File: src/rtl/ad9228_pkg.sv
// ---------------------------------------------------------------------------
// ad9228_pkg : shared types and constants for the AD9228 serial TX emulator
// Rev 1.0
// ---------------------------------------------------------------------------
`default_nettype none

package ad9228_pkg;

  localparam int N_LANES  = 4;
  localparam int BITS     = 12;
  localparam int FCO_HIGH = 6;
  localparam int UCNT_W   = 16;
  localparam int CNT_W    = $clog2(BITS);

  typedef logic [BITS-1:0] sample_t;

  typedef enum logic [1:0] {
    PAT_USER    = 2'b00,
    PAT_RAMP    = 2'b01,
    PAT_CHECKER = 2'b10,
    PAT_FIXED   = 2'b11
  } pattern_e;

  typedef enum logic [0:0] {
    ST_IDLE = 1'b0,
    ST_RUN  = 1'b1
  } tx_state_e;

  localparam sample_t CHECKER_A = 12'hAAA;
  localparam sample_t CHECKER_B = 12'h555;
  localparam sample_t MIDSCALE  = 12'h800;

  localparam logic [CNT_W-1:0] LAST_BIT = CNT_W'(BITS - 1);
  localparam logic [CNT_W-1:0] FCO_LIM  = CNT_W'(FCO_HIGH);

  // Test-pattern word for one lane; ramp_val already carries the lane offset.
  function automatic sample_t pattern_word(input pattern_e mode, input sample_t ramp_val,
                                           input logic phase);
    sample_t w;
    case (mode)
      PAT_RAMP:    w = ramp_val;
      PAT_CHECKER: w = phase ? CHECKER_B : CHECKER_A;
      PAT_FIXED:   w = MIDSCALE;
      default:     w = '0;
    endcase
    return w;
  endfunction

endpackage

`default_nettype wire

File: src/rtl/ad9228_lane_ser.sv
// ---------------------------------------------------------------------------
// ad9228_lane_ser : one lane's frame register and registered serial output
// Rev 1.0
// ---------------------------------------------------------------------------
`default_nettype none

module ad9228_lane_ser
  import ad9228_pkg::*;
(
  input  logic             clk_i,
  input  logic             rst_ni,
  input  logic             load_i,
  input  sample_t          load_val_i,
  input  logic             out_en_i,
  input  logic [CNT_W-1:0] idx_i,
  output logic             din_o
);

  sample_t          shift_q, shift_d;
  logic             din_q, din_d;
  logic [CNT_W-1:0] sel;

  // The frame register is indexed rather than shifted, so a new frame can load
  // on the same edge that the previous frame's last bit is registered out.
  assign sel = LAST_BIT - idx_i;

  always_comb begin
    shift_d = shift_q;
    din_d   = 1'b0;
    if (load_i) begin
      shift_d = load_val_i;
    end
    if (out_en_i) begin
      din_d = shift_q[sel];
    end
  end

  always_ff @(posedge clk_i) begin
    if (!rst_ni) begin
      shift_q <= '0;
      din_q   <= 1'b0;
    end else begin
      shift_q <= shift_d;
      din_q   <= din_d;
    end
  end

  assign din_o = din_q;

endmodule

`default_nettype wire

File: src/rtl/ad9228_lvds_tx_emulator.sv
// ---------------------------------------------------------------------------
// ad9228_lvds_tx_emulator : AD9228 serial-output emulator (din/fco/dco)
// Optional test patterns enabled by defining AD9228_TX_PATTERN_EN.
// Rev 1.0
// ---------------------------------------------------------------------------
`default_nettype none

module ad9228_lvds_tx_emulator
  import ad9228_pkg::*;
(
  input  logic                    aclk_i,
  input  logic                    arstn_i,
  input  logic                    en_i,
  input  logic                    s_valid_i,
  output logic                    s_ready_o,
  input  logic [N_LANES*BITS-1:0] s_data_i,
  input  logic [1:0]              pattern_mode_i,
  output logic [N_LANES-1:0]      din_o,
  output logic                    fco_o,
  output logic                    dco_o,
  output logic                    frame_start_o,
  output logic                    underrun_o,
  output logic [UCNT_W-1:0]       underrun_cnt_o
);

  tx_state_e                state_q;
  logic [CNT_W-1:0]         bit_cnt_q;
  logic                     stage_vld_q;
  logic [CNT_W-1:0]         stage_idx_q;
  logic                     fco_q;
  logic                     dco_q;
  logic                     fs_q;

  logic [N_LANES*BITS-1:0]  hold_q, hold_d;
  logic                     hold_full_q, hold_full_d;
  logic [N_LANES*BITS-1:0]  last_q, last_d;
  logic                     underrun_q, underrun_d;
  logic [UCNT_W-1:0]        ucnt_q, ucnt_d;

  logic                     load_now;
  logic                     accept;
  logic                     pattern_active;
  logic [N_LANES*BITS-1:0]  user_val;
  logic [N_LANES*BITS-1:0]  load_val;

  assign load_now  = (state_q == ST_RUN) && (bit_cnt_q == '0);
  assign s_ready_o = !hold_full_q || load_now;
  assign accept    = s_valid_i && s_ready_o;
  assign user_val  = hold_full_q ? hold_q : last_q;

`ifdef AD9228_TX_PATTERN_EN
  pattern_e mode;
  sample_t  ramp_q, ramp_d;
  logic     phase_q, phase_d;

  assign mode           = pattern_e'(pattern_mode_i);
  assign pattern_active = (mode != PAT_USER);

  always_comb begin
    ramp_d  = ramp_q;
    phase_d = phase_q;
    if (load_now) begin
      if (mode == PAT_RAMP) begin
        ramp_d = ramp_q + 1'b1;
      end
      if (mode == PAT_CHECKER) begin
        phase_d = !phase_q;
      end
    end
  end

  always_ff @(posedge aclk_i) begin
    if (!arstn_i) begin
      ramp_q  <= '0;
      phase_q <= 1'b0;
    end else begin
      ramp_q  <= ramp_d;
      phase_q <= phase_d;
    end
  end

  for (genvar l = 0; l < N_LANES; l++) begin : g_pat
    assign load_val[l*BITS +: BITS] = pattern_active
        ? pattern_word(mode, ramp_q + sample_t'(l), phase_q)
        : user_val[l*BITS +: BITS];
  end
`else
  logic pattern_unused;
  assign pattern_unused = ^pattern_mode_i;
  assign pattern_active = 1'b0;
  assign load_val       = user_val;
`endif

  // Holding register, replay register and underrun accounting. When accept and
  // load coincide the load consumes the old word and the new one takes its place.
  always_comb begin
    hold_d      = hold_q;
    hold_full_d = hold_full_q;
    last_d      = last_q;
    underrun_d  = 1'b0;
    ucnt_d      = ucnt_q;
    if (load_now) begin
      hold_full_d = 1'b0;
      if (hold_full_q) begin
        last_d = hold_q;
      end else if (!pattern_active) begin
        underrun_d = 1'b1;
        if (ucnt_q != '1) begin
          ucnt_d = ucnt_q + 1'b1;
        end
      end
    end
    if (accept) begin
      hold_d      = s_data_i;
      hold_full_d = 1'b1;
    end
  end

  always_ff @(posedge aclk_i) begin
    if (!arstn_i) begin
      hold_q      <= '0;
      hold_full_q <= 1'b0;
      last_q      <= '0;
      underrun_q  <= 1'b0;
      ucnt_q      <= '0;
    end else begin
      hold_q      <= hold_d;
      hold_full_q <= hold_full_d;
      last_q      <= last_d;
      underrun_q  <= underrun_d;
      ucnt_q      <= ucnt_d;
    end
  end

  // Frame FSM plus the output stage; stage_* delays the bit index by one cycle
  // so fco/dco/frame_start line up with the lane din registers.
  always_ff @(posedge aclk_i) begin
    if (!arstn_i) begin
      state_q     <= ST_IDLE;
      bit_cnt_q   <= '0;
      stage_vld_q <= 1'b0;
      stage_idx_q <= '0;
      fco_q       <= 1'b0;
      dco_q       <= 1'b0;
      fs_q        <= 1'b0;
    end else begin
      stage_vld_q <= (state_q == ST_RUN);
      stage_idx_q <= bit_cnt_q;
      fco_q       <= stage_vld_q && (stage_idx_q < FCO_LIM);
      dco_q       <= stage_vld_q && ((stage_idx_q == '0) || !dco_q);
      fs_q        <= stage_vld_q && (stage_idx_q == '0);
      case (state_q)
        ST_IDLE: begin
          bit_cnt_q <= '0;
          if (en_i) begin
            state_q <= ST_RUN;
          end
        end
        ST_RUN: begin
          if (bit_cnt_q == LAST_BIT) begin
            bit_cnt_q <= '0;
            if (!en_i) begin
              state_q <= ST_IDLE;
            end
          end else begin
            bit_cnt_q <= bit_cnt_q + 1'b1;
          end
        end
        default: begin
          state_q   <= ST_IDLE;
          bit_cnt_q <= '0;
        end
      endcase
    end
  end

  for (genvar l = 0; l < N_LANES; l++) begin : g_lane
    ad9228_lane_ser u_ser (
      .clk_i      (aclk_i),
      .rst_ni     (arstn_i),
      .load_i     (load_now),
      .load_val_i (load_val[l*BITS +: BITS]),
      .out_en_i   (stage_vld_q),
      .idx_i      (stage_idx_q),
      .din_o      (din_o[l])
    );
  end

  assign fco_o          = fco_q;
  assign dco_o          = dco_q;
  assign frame_start_o  = fs_q;
  assign underrun_o     = underrun_q;
  assign underrun_cnt_o = ucnt_q;

endmodule

`default_nettype wire

File: config.mk
export PLATFORM = sky130hd
export DESIGN_NAME = ad9228_lvds_tx_emulator
export DESIGN_NICKNAME = d
export VERILOG_FILES = /design/src/rtl/ad9228_pkg.sv /design/src/rtl/ad9228_lane_ser.sv /design/src/rtl/ad9228_lvds_tx_emulator.sv
export SDC_FILE = /design/constraint.sdc
export NUM_CORES = 1
export LEC_CHECK = 0
export CORE_ASPECT_RATIO = 0.8
export CORE_MARGIN = 8
export CORE_UTILIZATION = 38
export CTS_BUF_LIST = sky130_fd_sc_hd__clkbuf_16
export DETAILED_ROUTE_END_ITERATION = 12
export PLACE_DENSITY = 0.67
export REMOVE_ABC_BUFFERS = 1
export SLEW_MARGIN = 0
export SYNTH_ARGS = -nofsm -noshare
export SYNTH_HDL_FRONTEND = slang
export SYNTH_SLANG_ARGS = --single-unit
File: constraint.sdc
create_clock -name aclk_i -period 3.5 [get_ports aclk_i]
set_input_delay 0.875 -clock aclk_i [delete_from_list [all_inputs] [get_ports aclk_i]]
set_output_delay 0.875 -clock aclk_i [all_outputs]
set_load 0.05 [all_outputs]
* After elaboration in Yosys (flattened, before gate mapping)
Cells that the tools add are included.
** Storage, ports and cells
- Flip-flop bits (word level) :: 179
- Input port bits :: 54
** Cells by class
- Add/sub/neg operators :: 3
- $lt $le $gt $ge :: 2
- Equality and inequality tests :: 2
- Multiplexer cells :: 17
- Bitwise logic cells :: 2
- Reduce and logical (&&, ||, !) cells :: 15
** Operators with widths (count)
- $mux W48 :: 1
- $add A16 B1 Y16 const B :: 1
- $bmux W1 S4 :: 4
- $ne A16 B16 Y1 const B :: 1
- $mux W1 :: 9
- $logic_not A4 Y1 :: 2
- $pmux W4 S2 :: 1
- $logic_and A1 B1 Y1 :: 5
- $lt A4 B5 Y1 const B :: 1
- $add A4 B1 Y4 const B :: 1
- $eq A4 B4 Y1 const B :: 1
- $lt A4 B3 Y1 const B :: 1
- $mux W4 :: 1
- $reduce_and A2 Y1 :: 2
- $sub A4 B4 Y4 const A :: 1
- $reduce_and A3 Y1 :: 1
- $logic_not A1 Y1 :: 2
- $logic_or A1 B1 Y1 :: 2
- $not A1 Y1 :: 2
- $pmux W1 S2 :: 1
- $reduce_bool A2 Y1 :: 1

* Depth between registers and ports, before layout
- Word-level depth :: 5
- Mapped depth :: 8
- Gate-level depth less buffers :: 6

* By module
Synthesis repeated with hierarchy kept, for this count alone.
** Second synthesis, totals
- Cell total of the unflattened synthesis :: 754
- Area total of the unflattened synthesis :: 7462.2 µm²
** Modules (own cells, without submodules)
- ad9228_lvds_tx_emulator :: instances 1, cells an instance 558, area each 5149.9 µm², seq. area each 2542.4 µm²
- ad9228_lane_ser :: instances 4, cells an instance 49, area each 578.1 µm², seq. area each 260.2 µm²

* Worst setup path after synthesis
Ideal clock, no wire load.
- Path kind :: input to register
- Start point :: input port arstn_i
- End point :: register ucnt_q[9], in the netlist underrun_cnt_o[9]
- Library setup time :: 72 ps
- Data arrival time :: 1894 ps
- Required time :: 3428 ps
- Setup slack :: 1534 ps
- Cell stages on the path :: 5
- Buffers on the path :: 3
- Cell sequence :: clkbuf_1 -> clkbuf_1 -> clkbuf_1 -> nand2_1 -> mux2i_1
** RTL lines
- start: declaration :: RTL line ad9228_lvds_tx_emulator.sv:12 : input logic arstn_i,
- end signal: assignment :: RTL line ad9228_lvds_tx_emulator.sv:131 : ucnt_q <= ucnt_d;
- end: declaration :: RTL line ad9228_lvds_tx_emulator.sv:38 : logic [UCNT_W-1:0] ucnt_q, ucnt_d;

* Worst setup path after layout
- Start point :: register bit_cnt_q[0]
- End point :: output port s_ready_o
** Between the ends
- Longest elaborated chain between the ends :: 3
** RTL lines
- start: declaration :: RTL line ad9228_lvds_tx_emulator.sv:27 : logic [CNT_W-1:0] bit_cnt_q;
- start signal: assignment :: RTL line ad9228_lvds_tx_emulator.sv:166 : bit_cnt_q <= bit_cnt_q + 1'b1;
- $logic_not A4 Y1 :: RTL line ad9228_lvds_tx_emulator.sv:46 : assign load_now = (state_q == ST_RUN) && (bit_cnt_q == '0);
- $logic_and A1 B1 Y1 :: RTL line ad9228_lvds_tx_emulator.sv:46
- $logic_or A1 B1 Y1 :: RTL line ad9228_lvds_tx_emulator.sv:47 : assign s_ready_o = !hold_full_q || load_now;
- end: declaration :: RTL line ad9228_lvds_tx_emulator.sv:15 : output logic s_ready_o,
No other way between the ends.

==> impl_results.md <==
* Worst Setup End Kind: output port
* Largest net degree at the start of global routing at 49
* Largest cells by area after synthesis: dfxtp_1 (50%), nand2_1 (16%), a21oi_1 (10%)
* Pleak at 2.31 nW
* Core ar. at 0.0135 sq mm
* Most frequent cell after synthesis: nand2_1
* Clk buf depth at 2
* I/O pin count at 79
* Fin nets at 738
* Rows at 38
* Main synth FF type: dfxtp_1
* # clock sinks at 131
* Mapped Area at 0.00519 sq mm
* Initial detailed-routing violation count at 253
* DIE AREA at 0.0177 sq mm
* Final Hold Viols at 0
* RSZ-0062 raised after global routing: false
* CTS tree: built
* Drc violations at 0
* Via Count at 4321
* Status: completed
* Global Route Usage Sum at 14.3%
* Via/cell ratio at 4.96
* Synth unique cells at 43
* VDD IR max at 0.368 mV
* Port Buf Inserts at 76
* Post-CTS Hold Fix Bufs at 0
* Clk root buf: clkbuf_16
* Wire length per cell at 14.0 um
* Critical path type: reg2out
* CTS buffer count at 17
* Async SR Flop Fraction at 0%
* Critical Path Fanout Max at 4
* Largest area contributor in the netlist: dfxtp_1
* Post-route ant nets at 0
* HPWL Detailed at 8220 um
* Clock-pin slew on the worst setup and hold paths at 0.05 ns
* Pins Over Slew Limit at 0
* Starting Density at 38.6%
* Worst-skew pair later-pin latency at 0.40 ns
* Final wirelength at 12300 um
* Crit start category: flip-flop
* Post-layout util at 49.8%
* Initial antenna violation count at 0
* Yosys reg bits at 131
* Synth Warn # at 0
* Worst endpoint required time at 2.62 ns
* Cts repair resizes at 0
* Setup TNS at 0 ns
* Hold Crit Class: reg2reg
* DR pass1 iterations at 4
* Top cell type's share of synthesized area at 50.5%
* Final worst slack at 0.388 ns
* Final min period at 3.11 ns
* N_diodes at 0
* Mapped Cells at 619
* Number of synthesized flops with an enable pin at 0
* Die Y at 121 um
* Most instantiated cells after synthesis: nand2_1 (220), dfxtp_1 (131), a21oi_1 (104)
* Crit share post-route at 88.9%
* Final Wtd Congestion at 0.782
* Layout cells sized above 1 at 8.53%
* Register area share after synthesis at 50.5%
* Vias in the first global route at 4311
* Least-Margin Pin Slew at 1.22 ns
* Area Growth Syn to Fin at 29.1%
* Post-CTS setup buffer count at 0
* Die width at 147 um
* Max_cap viols at 0
* H-tree levels at 4
* Worst Clk Skew at 0.00965 ns
* Final setup fails at 0
* First-pass GRT wire length at 20600 um
* Pwr dens at 547 mW/mm^2
* Fmax at 321 MHz
* CP Data Arrival Time at 2.24 ns
* Relative slew slack at 18.7%
* Setup WS pre-CTS at 0.755 ns
* Syn avg cell area at 8.39 sq um
* Overall overflow remaining after global route at 0
==> logic make-up (layout without fill, tap and decap cells) <==
kind of cell,after synthesis,after routing,synth area share [%]
AO/OA/AOI/OAI,126,126,13.2
adder cells (fa/ha/maj),5,5,1.20
flip-flops,131,131,50.5
AND/OR/NAND/NOR,281,281,23.4
buffers and inverters,49,122,4.31
XOR/XNOR,2,2,0.337
multiplexers,25,25,7.13
==> placed cells by master (no fill, tap or decap), drive strengths merged, types with 4 or more instances in the layout <==
cell,count
nand2,220
dfxtp,131
a21oi,104
clkdlybuf4s50,76
clkbuf,17
nor2,13
mux2i,10
nand2b,9
mux4,9
clkinv,8
inv,7
nand4,7
buf,7
nand3,6
mux2,6
o31ai,6
and2,5
ha,5
a211oi,4
bufinv,4
nor4,4
==> layer usage <==
layer	vias up	wire [um]	track usage (%)
li1	2208	-	-
met1	2011	5650	16.7
met2	96	5950	24.6
met3	6	539	4.00
met4	0	110	5.39
met5	-	0	0
==> per-stage QoR <==
step / total power [mW] / instances / hold slack [ns] / cell area [sq um]
after floorplan: 1.74 / 577 / 0.400 / 5000
final: 3.67 / 872 / 0.444 / 6710
after detailed placement: 1.88 / 840 / 0.437 / 6090
after CTS: 3.71 / 872 / 0.449 / 6710
after global routing: 3.82 / 872 / 0.469 / 6710
after global placement: 1.87 / 840 / 0.432 / 6090
==> worst max-delay path, cell delays in order, from the launching register on <==
cell and delay, ns:
dfxtp_1 0.33, inv_1 0.08, ha_1 0.16, nand4bb_1 0.28, nand2_1 0.17, clkdlybuf4s50_1 0.81
==> power by group <==
group	internal, mW	switching, mW	leakage (nW)	total (mW)
clock	1.18	0.642	0.291	1.83
sequential	1.54	0.0343	1.07	1.58
combinational	0.116	0.149	0.952	0.265
total	2.84	0.825	2.31	3.67
==> path summary, 6_finish.rpt <==
check	startpoint	endpoint	slack, ns	cells after the start
setup reg to reg	bit_cnt_q[0]	hold_q[6]	1.16	6
hold / removal	dco_o	dco_o	0.44	1
setup / recovery	bit_cnt_q[0]	s_ready_o	0.39	5
hold reg to reg	dco_o	dco_o	0.44	1
==> state kept, by name (all words and copies together) (netlist names) <==
signal / flops
underrun_o: 1
last_q: 48
state_q: 1
hold_q: 48
frame_start_o: 1
stage_idx_q: 4
g_lane.u_ser.din_o: 4
stage_vld_q: 1
fco_o: 1
hold_full_q: 1
bit_cnt_q: 4
underrun_cnt_o: 16
dco_o: 1
==> area by class of cell <==
type,instances,area [sq um]
clock inverters,15,190
repair buffers,83,838
clock buffers,17,425
flip-flops and latches,131,2620
well taps,180,225
inverters,7,26.3
multi-input cells,439,2380
fillers,1259,6750
(Power assumes the default switching activity.)
